$ cat src/rtl/mouse_pkg.sv
// Shared types and constants for the PS/2 mouse receive path.
package mouse_pkg;

   localparam int PS2_DATA_BITS = 8;

   typedef enum logic [3:0] {
      IDLE      = 4'b0001,
      RX_DATA   = 4'b0010,
      RX_PARITY = 4'b0100,
      RX_STOP   = 4'b1000
   } rx_state_t;

   localparam logic [1:0] ERR_NONE   = 2'b00;
   localparam logic [1:0] ERR_PARITY = 2'b01;
   localparam logic [1:0] ERR_STOP   = 2'b10;
   localparam logic [1:0] ERR_BOTH   = 2'b11;

endpackage

$ cat src/rtl/mouse_receiver_if.sv
// Bundle between the PS/2 pins, the mouse master and the byte receiver.
interface mouse_receiver_if;
   import mouse_pkg::*;

   logic                     CLK_MOUSE_IN;
   logic                     DATA_MOUSE_IN;
   logic                     READ_ENABLE;
   logic [PS2_DATA_BITS-1:0] BYTE_READ;
   logic [1:0]               BYTE_ERROR_CODE;
   logic                     BYTE_READY;
   logic [3:0]               current_state;

   modport master (
      output CLK_MOUSE_IN, DATA_MOUSE_IN, READ_ENABLE,
      input  BYTE_READ, BYTE_ERROR_CODE, BYTE_READY, current_state
   );

   modport slave (
      input  CLK_MOUSE_IN, DATA_MOUSE_IN, READ_ENABLE,
      output BYTE_READ, BYTE_ERROR_CODE, BYTE_READY, current_state
   );

endinterface

$ cat src/rtl/ps2_clk_filter.sv
// Synchronises the raw PS/2 clock, debounces it with a run-length filter
// and flags each filtered falling edge. Shared by receive and transmit paths.
module ps2_clk_filter #(
   parameter int FILTER_LEN = 8
) (
   input  logic CLK,
   input  logic RESET,
   input  logic ps2_clk,
   output logic level,
   output logic fall
);

   logic       sync1_reg;
   logic       sync2_reg;
   logic       level_reg;
   logic       level_prev_reg;
   logic       fall_reg;
   logic [7:0] run_cnt_reg;

   always_ff @(posedge CLK or posedge RESET) begin
      if (RESET) begin
         sync1_reg      <= 1'b1;
         sync2_reg      <= 1'b1;
         level_reg      <= 1'b1;
         level_prev_reg <= 1'b1;
         fall_reg       <= 1'b0;
         run_cnt_reg    <= 8'd0;
      end else begin
         sync1_reg      <= ps2_clk;
         sync2_reg      <= sync1_reg;
         level_prev_reg <= level_reg;
         fall_reg       <= level_prev_reg & ~level_reg;
         // Any sample agreeing with the current level restarts the run.
         if (sync2_reg == level_reg) begin
            run_cnt_reg <= 8'd0;
         end else if (run_cnt_reg == 8'(FILTER_LEN - 1)) begin
            level_reg   <= sync2_reg;
            run_cnt_reg <= 8'd0;
         end else begin
            run_cnt_reg <= run_cnt_reg + 8'd1;
         end
      end
   end

   assign level = level_reg;
   assign fall  = fall_reg;

endmodule

$ cat src/rtl/mouse_receiver.sv
// PS/2 device-to-host deframer: start, 8 data bits LSB first, odd parity,
// stop. Each frame ends in a one-cycle BYTE_READY with a 2-bit error code.
module mouse_receiver
   import mouse_pkg::*;
#(
   parameter int FILTER_LEN     = 8,
   parameter int TIMEOUT_CYCLES = 50_000
) (
   input  logic              CLK,
   input  logic              RESET,
   mouse_receiver_if.slave   bus
);

   localparam int TMO_W = $clog2(TIMEOUT_CYCLES) + 1;

   logic                     data_sync1_reg, data_sync2_reg;
   logic                     clk_level, clk_fall, fall;
   rx_state_t                state_reg, state_next;
   logic [2:0]               bit_cnt_reg, bit_cnt_next;
   logic [PS2_DATA_BITS-1:0] shift_reg, shift_next;
   logic                     parity_reg, parity_next;
   logic [TMO_W-1:0]         tmo_reg, tmo_next;
   logic [PS2_DATA_BITS-1:0] byte_reg, byte_next;
   logic [1:0]               err_reg, err_next;
   logic                     ready_reg, ready_next;

   ps2_clk_filter #(.FILTER_LEN(FILTER_LEN)) u_clk_filter (
      .CLK     (CLK),
      .RESET   (RESET),
      .ps2_clk (bus.CLK_MOUSE_IN),
      .level   (clk_level),
      .fall    (clk_fall)
   );

   // The edge pulse trails the level by a cycle; requiring the level to
   // still be low keeps the qualification explicit.
   assign fall = clk_fall & ~clk_level;

   always_ff @(posedge CLK or posedge RESET) begin
      if (RESET) begin
         data_sync1_reg <= 1'b1;
         data_sync2_reg <= 1'b1;
         state_reg      <= IDLE;
         bit_cnt_reg    <= 3'd0;
         shift_reg      <= '0;
         parity_reg     <= 1'b0;
         tmo_reg        <= '0;
         byte_reg       <= '0;
         err_reg        <= ERR_NONE;
         ready_reg      <= 1'b0;
      end else begin
         data_sync1_reg <= bus.DATA_MOUSE_IN;
         data_sync2_reg <= data_sync1_reg;
         state_reg      <= state_next;
         bit_cnt_reg    <= bit_cnt_next;
         shift_reg      <= shift_next;
         parity_reg     <= parity_next;
         tmo_reg        <= tmo_next;
         byte_reg       <= byte_next;
         err_reg        <= err_next;
         ready_reg      <= ready_next;
      end
   end

   always_comb begin
      state_next   = state_reg;
      bit_cnt_next = bit_cnt_reg;
      shift_next   = shift_reg;
      parity_next  = parity_reg;
      byte_next    = byte_reg;
      err_next     = err_reg;
      ready_next   = 1'b0;

      if (state_reg == IDLE || fall) tmo_next = '0;
      else                           tmo_next = tmo_reg + 1'b1;

      case (state_reg)
         IDLE: begin
            if (fall && bus.READ_ENABLE && !data_sync2_reg) begin
               state_next   = RX_DATA;
               bit_cnt_next = 3'd0;
            end
         end
         RX_DATA: begin
            if (fall) begin
               shift_next   = {data_sync2_reg, shift_reg[PS2_DATA_BITS-1:1]};
               bit_cnt_next = bit_cnt_reg + 3'd1;
               if (bit_cnt_reg == 3'(PS2_DATA_BITS - 1)) state_next = RX_PARITY;
            end
         end
         RX_PARITY: begin
            if (fall) begin
               parity_next = data_sync2_reg;
               state_next  = RX_STOP;
            end
         end
         RX_STOP: begin
            if (fall) begin
               state_next = IDLE;
               ready_next = 1'b1;
               byte_next  = shift_reg;
               err_next   = {~data_sync2_reg, ~(^{shift_reg, parity_reg})};
            end
         end
         default: state_next = IDLE;
      endcase

      // A fall in the terminal cycle keeps the frame alive.
      if (state_reg != IDLE && !fall && tmo_reg == TMO_W'(TIMEOUT_CYCLES - 1))
         state_next = IDLE;

      // The master owns the line while READ_ENABLE is low; this beats a stop bit.
      if (state_reg != IDLE && !bus.READ_ENABLE) begin
         state_next = IDLE;
         ready_next = 1'b0;
         byte_next  = byte_reg;
         err_next   = err_reg;
      end
   end

   assign bus.BYTE_READ       = byte_reg;
   assign bus.BYTE_ERROR_CODE = err_reg;
   assign bus.BYTE_READY      = ready_reg;
   assign bus.current_state   = state_reg;

endmodule
$ cat src/flat_wrapper.sv
// flat-port wrapper written by rule: the top's interface ports become plain ports
module mouse_receiver_flat import mouse_pkg::*;
#(
   parameter int FILTER_LEN     = 8,
   parameter int TIMEOUT_CYCLES = 50_000
)
  (CLK, RESET, bus_CLK_MOUSE_IN, bus_DATA_MOUSE_IN, bus_READ_ENABLE, bus_BYTE_READ, bus_BYTE_ERROR_CODE, bus_BYTE_READY, bus_current_state);
  mouse_receiver_if bus_i ();
  input  logic CLK;
  input  logic RESET;
  input wire logic [$bits(bus_i.CLK_MOUSE_IN)-1:0] bus_CLK_MOUSE_IN;
  input wire logic [$bits(bus_i.DATA_MOUSE_IN)-1:0] bus_DATA_MOUSE_IN;
  input wire logic [$bits(bus_i.READ_ENABLE)-1:0] bus_READ_ENABLE;
  output wire logic [$bits(bus_i.BYTE_READ)-1:0] bus_BYTE_READ;
  output wire logic [$bits(bus_i.BYTE_ERROR_CODE)-1:0] bus_BYTE_ERROR_CODE;
  output wire logic [$bits(bus_i.BYTE_READY)-1:0] bus_BYTE_READY;
  output wire logic [$bits(bus_i.current_state)-1:0] bus_current_state;
  assign bus_i.CLK_MOUSE_IN = bus_CLK_MOUSE_IN;
  assign bus_i.DATA_MOUSE_IN = bus_DATA_MOUSE_IN;
  assign bus_i.READ_ENABLE = bus_READ_ENABLE;
  assign bus_BYTE_READ = bus_i.BYTE_READ;
  assign bus_BYTE_ERROR_CODE = bus_i.BYTE_ERROR_CODE;
  assign bus_BYTE_READY = bus_i.BYTE_READY;
  assign bus_current_state = bus_i.current_state;
  mouse_receiver #(.FILTER_LEN(FILTER_LEN), .TIMEOUT_CYCLES(TIMEOUT_CYCLES)) u_core (.CLK(CLK), .RESET(RESET), .bus(bus_i));
endmodule
$ cat config.mk
export PLATFORM = sky130hd
export DESIGN_NAME = mouse_receiver_flat
export DESIGN_NICKNAME = d
export VERILOG_FILES = /design/src/rtl/mouse_pkg.sv /design/src/rtl/mouse_receiver_if.sv /design/src/rtl/ps2_clk_filter.sv /design/src/rtl/mouse_receiver.sv /design/src/flat_wrapper.sv
export SDC_FILE = /design/constraint.sdc
export NUM_CORES = 1
export LEC_CHECK = 0
export ABC_AREA = 0
export CAP_MARGIN = 20
export CORE_UTILIZATION = 50
export DETAILED_ROUTE_END_ITERATION = 8
export PLACE_DENSITY = 0.7
export SYNTH_ARGS = -nofsm -noshare
export SYNTH_HDL_FRONTEND = slang
export SYNTH_SLANG_ARGS = --single-unit
$ cat constraint.sdc
create_clock -name CLK -period 3.3 [get_ports CLK]
set_input_delay 0.825 -clock CLK [delete_from_list [all_inputs] [get_ports CLK]]
set_output_delay 0.825 -clock CLK [all_outputs]
set_load 0.005 [all_outputs]
* Word-level counts from Yosys, hierarchy flattened
Index checks and enable logic that the tools add are counted.
Storage, ports and cells: register bits after elaboration 59, bits in latches 0, memory bits (writable) 0, memory bits (read-only) 0, output and inout bits 15, logic and storage cells 76, memories kept 0
Cells by class: $add $sub $neg 3, multipliers 0, div/mod/pow operators 0, $lt $le $gt $ge 0, equality and inequality tests 16, shifts and indexed selects 0, mux-type cells 17, bitwise logic cells 7, reductions and logical operators 17
Operator list (number):
- $mux W4 | 7
- $ne A4 B1 Y1 const B | 5
- $add A17 B1 Y17 const B | 1
- $eq A17 B16 Y1 const B | 1
- $mux W17 | 1
- $mux W8 | 2
- $pmux W4 S4 | 1
- $reduce_xor A9 Y1 | 1
- $add A8 B1 Y8 const B | 1
- $eq A8 B3 Y1 const B | 1
- $mux W3 | 2
- $pmux W3 S2 | 1
- $reduce_and A2 Y1 | 3
- $reduce_and A3 Y1 | 2
- $logic_and A1 B1 Y1 | 5
- $not A1 Y1 | 5
- $reduce_and A5 Y1 | 1
- $eq A4 B1 Y1 const B | 1
- $eq A4 B2 Y1 const B | 1
- $eq A4 B3 Y1 const B | 1
- $eq A4 B4 Y1 const B | 1
- $ne A4 B4 Y1 const B | 1
- $add A3 B1 Y3 const B | 1
- $eq A3 B3 Y1 const B | 1
- other kinds (8) | 13

* Longest topological paths before layout
Gate-level depths: netlist of the first run.
depth in word-level cells 8, gate-level depth with buffers 6

* Cells and area by module
From an unflattened synthesis of the first run, not the netlist that was laid out.
Unflattened totals: cell total of the unflattened synthesis 240, area total of the unflattened synthesis 2781.4 sq um
Modules (own cells, without submodules):
- mouse_receiver | instances 1, cells an instance 193, area an instance 2208.4 sq um
- ps2_clk_filter | instances 1, cells an instance 47, area an instance 573.0 sq um

* Least setup slack after synthesis of the first run
Ideal clock, no wire load.
kind in2reg, from input port bus_READ_ENABLE, to register u_core.byte_reg[0] (netlist: u_core.bus.BYTE_READ[0]), library setup time 0.128 ns, data arrival time 1.680 ns, path slack 1.492 ns, stages 4, path buffers 1, cells stage by stage nor3b_1 nand4_1 buf_2 mux2_1
Between the ends: word-level cells in the longest chain between the ends 4
Ends and longest elaborated chain:
- start, declared | line flat_wrapper.sv:13 | input wire logic [$bits(bus_i.READ_ENABLE)-1:0] bus_READ_ENABLE;
- $logic_not A1 Y1 | line mouse_receiver.sv:113 | if (state_reg != IDLE && !bus.READ_ENABLE) begin
- $logic_and A1 B1 Y1 | line mouse_receiver.sv:113
- $not A1 Y1 (no source line)
- $reduce_and A3 Y1 (no source line)
- end signal, assigned | line mouse_receiver.sv:59 | byte_reg <= byte_next;
- end, declared | line mouse_receiver.sv:23 | logic [PS2_DATA_BITS-1:0] byte_reg, byte_next;
No other way between the ends. A chain may end at the register's enable or synchronous reset.

* Worst setup path after layout of the first run
from register u_core.state_reg[0] (netlist: u_core.bus.current_state[0]), to output port bus_current_state[0]
RTL lines:
- start, declared | line mouse_receiver.sv:18 | rx_state_t state_reg, state_next;
- start signal, assigned | line mouse_receiver.sv:54 | state_reg <= state_next;
- end, declared | line flat_wrapper.sv:17 | output wire logic [$bits(bus_i.current_state)-1:0] bus_current_state;
No word-level cell between the ends.

==> results of run 1 <==
[worst max-delay path by stage]
stage,slack (ps),endpoint,cells after the start
floorplan,1030,u_core.bit_cnt_reg[0]$_DFFE_PP0P_,1
global placement,930,u_core.bus.BYTE_READ[3]$_DFFE_PP0P_,5
detailed placement,890,u_core.bus.BYTE_READ[1]$_DFFE_PP0P_,5
CTS,970,bus_current_state[0],1
global route,940,bus_current_state[2],1
finish,990,bus_current_state[0],1
[cells in the mapped netlist (all sizes together) (2+ instances only)]
cell    count
o21ai       8
a21oi       6
nand2b      3
nand2      13
dfstp       7
nor3b       2
buf         6
or4         3
nor4b       2
and3        5
a21o        2
clkbuf      3
nor2       21
nor2b       4
inv         4
xnor2      10
nor4bb      2
xor2       14
ha          4
dfrtp      52
a22o        2
nand3       9
or3         4
o31ai       2
nand4       7
mux2       18
and4        2
and2        3
mux2i       3
[power by group through the flow]
stage	Sequential [mW]	Combinational, mW	Clock [mW]
floorplan	0.896	0.357	0
global placement	0.930	0.450	0
detailed placement	0.936	0.455	0
CTS	0.924	0.455	0.758
global route	0.940	0.506	0.791
finish	0.924	0.448	0.736
[stage by stage]
step,utilization (%),hold WS [ps]
5_1_grt,62.2,362
3_3_place_gp,57.8,347
4_1_cts,62.2,358
6_report,62.2,358
2_1_floorplan,-,345
3_5_place_dp,57.8,348
[cell type report]
| cell class | instances | area share [%] |
|---|---|---|
| sequential | 59 | 45.9 |
| multi-input combinational | 162 | 37.1 |
| timing repair buffer | 23 | 6.81 |
| clock buffer | 10 | 4.25 |
| clock inverter | 6 | 2.75 |
| tap | 70 | 2.71 |
| inverter | 4 | 0.464 |
[logic make-up (layout without fill, tap and decap cells)]
family	after synthesis	count (layout)	share of synthesized area, %
simple gates	85	85	18.4
buf+inv	13	43	2.14
compound gates	27	27	6.47
xor+xnor	25	25	8.48
mux	21	21	8.61
flops	59	59	54.1
fa+ha+maj	4	4	1.82
[metal layers]
metal,share of wire [%],vias to the layer above,global-route usage [%]
li1,-,877,-
met1,47,874,24.0
met2,47,26,30.3
met3,4.5,6,7.43
met4,1.0,0,6.92
met5,0,-,0
==> impl_metrics.tcl, run 1 <==
set metrics [dict create \
    switchingPower_mw 0.626 \
    layout.cells.non_filler 334 \
    cts_made_buffers 9 \
    internal_power_mw 1.48 \
    setup_tns_ps 0 \
    critPathArrivalTime_ps 1490 \
    antenna_found_initial 0 \
    routabilityCongestion 0.789 \
    max_cap_viol_count 0 \
    crit_fanout 10 \
    multi_input_area_mm2 0.00120 \
    startpoint "u_core.bus.current_state[0]$_DFFE_PP1P_" \
    setup_violations 0 \
    p_clk_share_pct 34.9 \
    ys.warnings.count 0 \
    dpl.hpwl_um 3280 \
    drt-pass1-iter-count 4 \
    largest_reg_flops 17 \
    cts_sinks 59 \
    powerDensity_mw_per_mm2 651 \
    ir_worst_vdd_mv 0.342 \
    fmax_ghz 0.433 \
    drc_errors 0 \
    final-hold-violation-count 0 \
    min_from "u_core.u_clk_filter.sync1_reg$_DFF_PP1_" \
    slew_headroom_pct 50.2 \
    outcome "finished, final reports clean" \
    ant_nets 0 \
    hold_end "u_core.u_clk_filter.sync2_reg$_DFF_PP1_" \
    dieArea_mm2 0.00579 \
    critPathMaxStageDelay_ps 630 \
    end_kind "output pin" \
    power_frac_comb_pct 21.3 \
    cts_root_buf "clkbuf_8" \
    yosysSeqAreaShare_pct 54.1 \
    io_buffers 19 \
    cp_top_family "flip-flops" \
    nets 268 \
    die_x_um 76.1 \
    maxSlewViolCount 0 \
    netlist_instances 234 \
    r2r_cells 3 \
    coreArea_mm2 0.00520 \
    die_h_um 76.1 \
    postLayoutSetupSlackWorst_ps 988 \
    r2r_slack_ps 1450 \
    placed_area_mm2 0.00301 \
    htreeDepth 3 \
    critPathKind "reg -> out" \
    synth_top_area_cell "dfrtp_1" \
    grt_pass1_wl_um 8600 \
    syn_avg_cell_area_um2 11.7 \
    cp.required_ps 2470 \
    final_cell_area_mm2 0.00324 \
    cts_tree "built" \
    r2r_start "u_core.bus.current_state[0]$_DFFE_PP1P_" \
    ys_types 47 \
    ys_async_sr_fraction_pct 100 \
    rr_endpoint "u_core.tmo_reg[12]$_DFF_PP0_" \
    num_io_pins 20 \
    layout-drive-gt1-share_pct 17.0 \
    diodes 0 \
    sequentialPowerShare_pct 43.8 \
    cts_setup_buffers 0 \
    grt_usage_pct 19.2 \
    postCtsResizedCells 0 \
    dr_total_vias 1783 \
    area_growth_pct 17.9 \
    routed_via_density 5.34 \
    rows 26 \
    grt_max_degree 37 \
    min_path_cells 0 \
    p_leak_nw 1.47 \
    clk_pin_slew_ps 70 \
    placed_cells 318 \
    grt_pass1_vias 1813 \
    min_period_over_period_pct 70.1 \
    switching_share_pct 29.7 \
    wl_um 4820 \
    crit_chain "clkdlybuf4s50_1" \
    synth_area_mm2 0.00275 \
    slowest_stage "dfstp_2" \
    dp_slack_ps 894 \
    critPathLaunchType "flop" \
    clockBufferDepth 2 \
    cts_hold_buf 0 \
    hp-class "reg -> reg" \
    fillers 417 \
    report.power.total_mw 2.11 \
    ff_latch_area_mm2 0.00149 \
    synth-edff-count 0 \
    fin_crit_ps 2310 \
    grt_remaining_overflow 0 \
    synth_area_leaders "dfrtp_1, dfstp_2, mux2_2" \
    path_buf_inv 1 \
    yosys.area.top_type_share_pct 47.4 \
    layout_common_cells "dfrtp_1, nor2_1, clkdlybuf4s50_1" \
    start_util_pct 52.7 \
    syn_nets 243 \
    rsz0062_at_grt "no" \
    clock_latency_ps 340 \
    synth_ff_type "dfrtp_1" \
    fin_skew_ps 5.35 \
    worst_slew_pin_slew_ps 746 \
    wl_per_cell_um 14.4 \
    drtIter0Drc 54 \
    ys_ff_latch 59 \
    final_common_cell "dfrtp_1" \
]
Note: power is estimated with default switching activity, not from simulation.
==> run 2, diff against run 1 <==
Clock period 3.3 ns to 2.3 ns, I/O delays scaled along.
==> run 2 against run 1 <==
  * Critical path depth unchanged
  * Final cell count shrank 0.60%
  * Core utilization increased by 0.60 points
  * Sequential share of layout area decreased by 0.44 points
  * Flip-flop and latch count is the same
  * Count of clock-buffer cells in the layout increased by 2
  * Clock power rose by 64%
  * Wire length decreased by 2.9%
  * Highest routed layer unchanged
==> impl_metrics.tcl, run 2 (same netlist as run 1, synthesis figures left out) <==
set metrics [dict create \
    hold_end "u_core.u_clk_filter.sync2_reg$_DFF_PP1_" \
    rr_endpoint "u_core.tmo_reg[9]$_DFF_PP0_" \
    start_util_pct 52.7 \
    cp_top_family "flip-flops" \
    num_io_pins 20 \
    cts_root_buf "clkbuf_8" \
    fmax_ghz 0.491 \
    grt_busiest_layer "met2" \
    cts_hold_buf 0 \
    grt_pass1_vias 1804 \
    ir_worst_vdd_mv 0.651 \
    fin_skew_ps 6.07 \
    dieArea_mm2 0.00579 \
    dpl.hpwl_um 3080 \
    critPathLaunchType "flop" \
    rsz0062_at_grt "no" \
    slew_headroom_pct 63.3 \
    grt_max_degree 47 \
    clk_pin_slew_ps 60 \
    crit_chain "clkdlybuf4s50_1" \
    grt_remaining_overflow 0 \
    layout-drive-gt1-share_pct 16.4 \
    die_h_um 76.1 \
    final_util_pct 62.8 \
    layout.cells.non_filler 332 \
    use_met1_pct 24.9 \
    layout_common_cells "dfrtp_1, nor2_1, clkdlybuf4s50_1" \
    dr_total_vias 1782 \
    gr-usage-met3_pct 3.59 \
    die_x_um 76.1 \
    maxSlewViolCount 0 \
    p_leak_nw 1.49 \
    p_clk_share_pct 38.1 \
    critPathArrivalTime_ps 1460 \
    drc_errors 0 \
    grt_usage_pct 18.5 \
    power_frac_comb_pct 20.4 \
    cts_sinks 59 \
    hold_slack_ps 356 \
    outcome "finished, final reports clean" \
    placed_cells 316 \
    r2r_cells 3 \
    grt_use_met2_pct 28.2 \
    antenna_found_initial 0 \
    wl_um 4680 \
    io_buffers 19 \
    worst_slew_pin_slew_ps 550 \
    setup_tns_ps 0 \
    htreeDepth 3 \
    drt-pass1-iter-count 4 \
    final_cell_area_mm2 0.00327 \
    internal_power_mw 2.30 \
    routed_via_density 5.37 \
    clock_latency_ps 330 \
    r2r_start "u_core.bus.current_state[0]$_DFFE_PP1P_" \
    placed_area_mm2 0.00301 \
    cts_made_buffers 9 \
    routabilityCongestion 0.805 \
    postCtsResizedCells 0 \
    switching_share_pct 27.6 \
    crit_fanout 10 \
    diodes 0 \
    postLayoutSetupSlackWorst_ps 265 \
    powerDensity_mw_per_mm2 970 \
    path_buf_inv 1 \
    min_path_cells 0 \
    hp-class "reg -> reg" \
    setup_violations 0 \
    rows 26 \
    final_common_cell "dfrtp_1" \
    dp_slack_ps 153 \
    critPathMaxStageDelay_ps 610 \
    slowest_stage "dfstp_2" \
    end_kind "output pin" \
    report.power.total_mw 3.17 \
    grt_pass1_wl_um 8430 \
    switchingPower_mw 0.874 \
    clockBufferDepth 2 \
    final-hold-violation-count 0 \
    nets 266 \
    ant_nets 0 \
    fin_crit_ps 2040 \
    fillers 437 \
    cts_tree "built" \
    min_period_over_period_pct 88.5 \
    min_from "u_core.u_clk_filter.sync1_reg$_DFF_PP1_" \
    cts_setup_buffers 0 \
    area_growth_pct 19.0 \
    critPathKind "reg -> out" \
    wl_per_cell_um 14.1 \
    largest_reg_flops 17 \
    cp.required_ps 1730 \
    coreArea_mm2 0.00520 \
    max_cap_viol_count 0 \
    sequentialPowerShare_pct 41.5 \
    r2r_slack_ps 470 \
    drtIter0Drc 57 \
]
## run 2: layer usage
layer  vias up  share of wire, %
li1        875                 -
met1       877                48
met2        22                48
met3         8               2.2
met4         0               1.9
met5         -                 0
## run 2: power by group through the flow
stage,Sequential [mW],Combinational [mW],Clock (mW)
finish,1.31,0.648,1.21
global route,1.34,0.732,1.27
CTS,1.32,0.657,1.23
detailed placement,1.33,0.652,0
global placement,1.33,0.646,0
floorplan,1.29,0.512,0
## run 2: worst max-delay path by stage
| stage | from | end | slack (ps) | cells after the start |
|---|---|---|---|---|
| after floorplan | RESET | u_core.bit_cnt_reg[0]$_DFFE_PP0P_ | 280 | 1 |
| after global placement | bus_READ_ENABLE | u_core.bus.BYTE_READ[3]$_DFFE_PP0P_ | 170 | 5 |
| after detailed placement | bus_READ_ENABLE | u_core.bus.BYTE_READ[2]$_DFFE_PP0P_ | 150 | 5 |
| after CTS | u_core.bus.current_state[0]$_DFFE_PP1P_ | bus_current_state[0] | 240 | 1 |
| after global routing | u_core.bus.current_state[0]$_DFFE_PP1P_ | bus_current_state[0] | 190 | 1 |
| final | u_core.bus.current_state[0]$_DFFE_PP1P_ | bus_current_state[0] | 260 | 1 |
## run 2: area by class of cell
cell class              instances  area (um^2)  share of cell area, %
repair buffers                 21          218                   6.66
clock inverters                 4         95.1                   2.91
clock buffers                  12          165                   5.06
multi-input cells             162         1200                   36.8
well taps                      70         87.6                   2.68
inverters                       4         15.0                  0.460
flip-flops and latches         59         1490                   45.5
==> run 3, diff against run 2 <==
Settings changed: HOLD_SLACK_MARGIN set to 0.12.
==> results of run 3 <==
The final DEF is identical to that of run 2; final timing and power are the same.
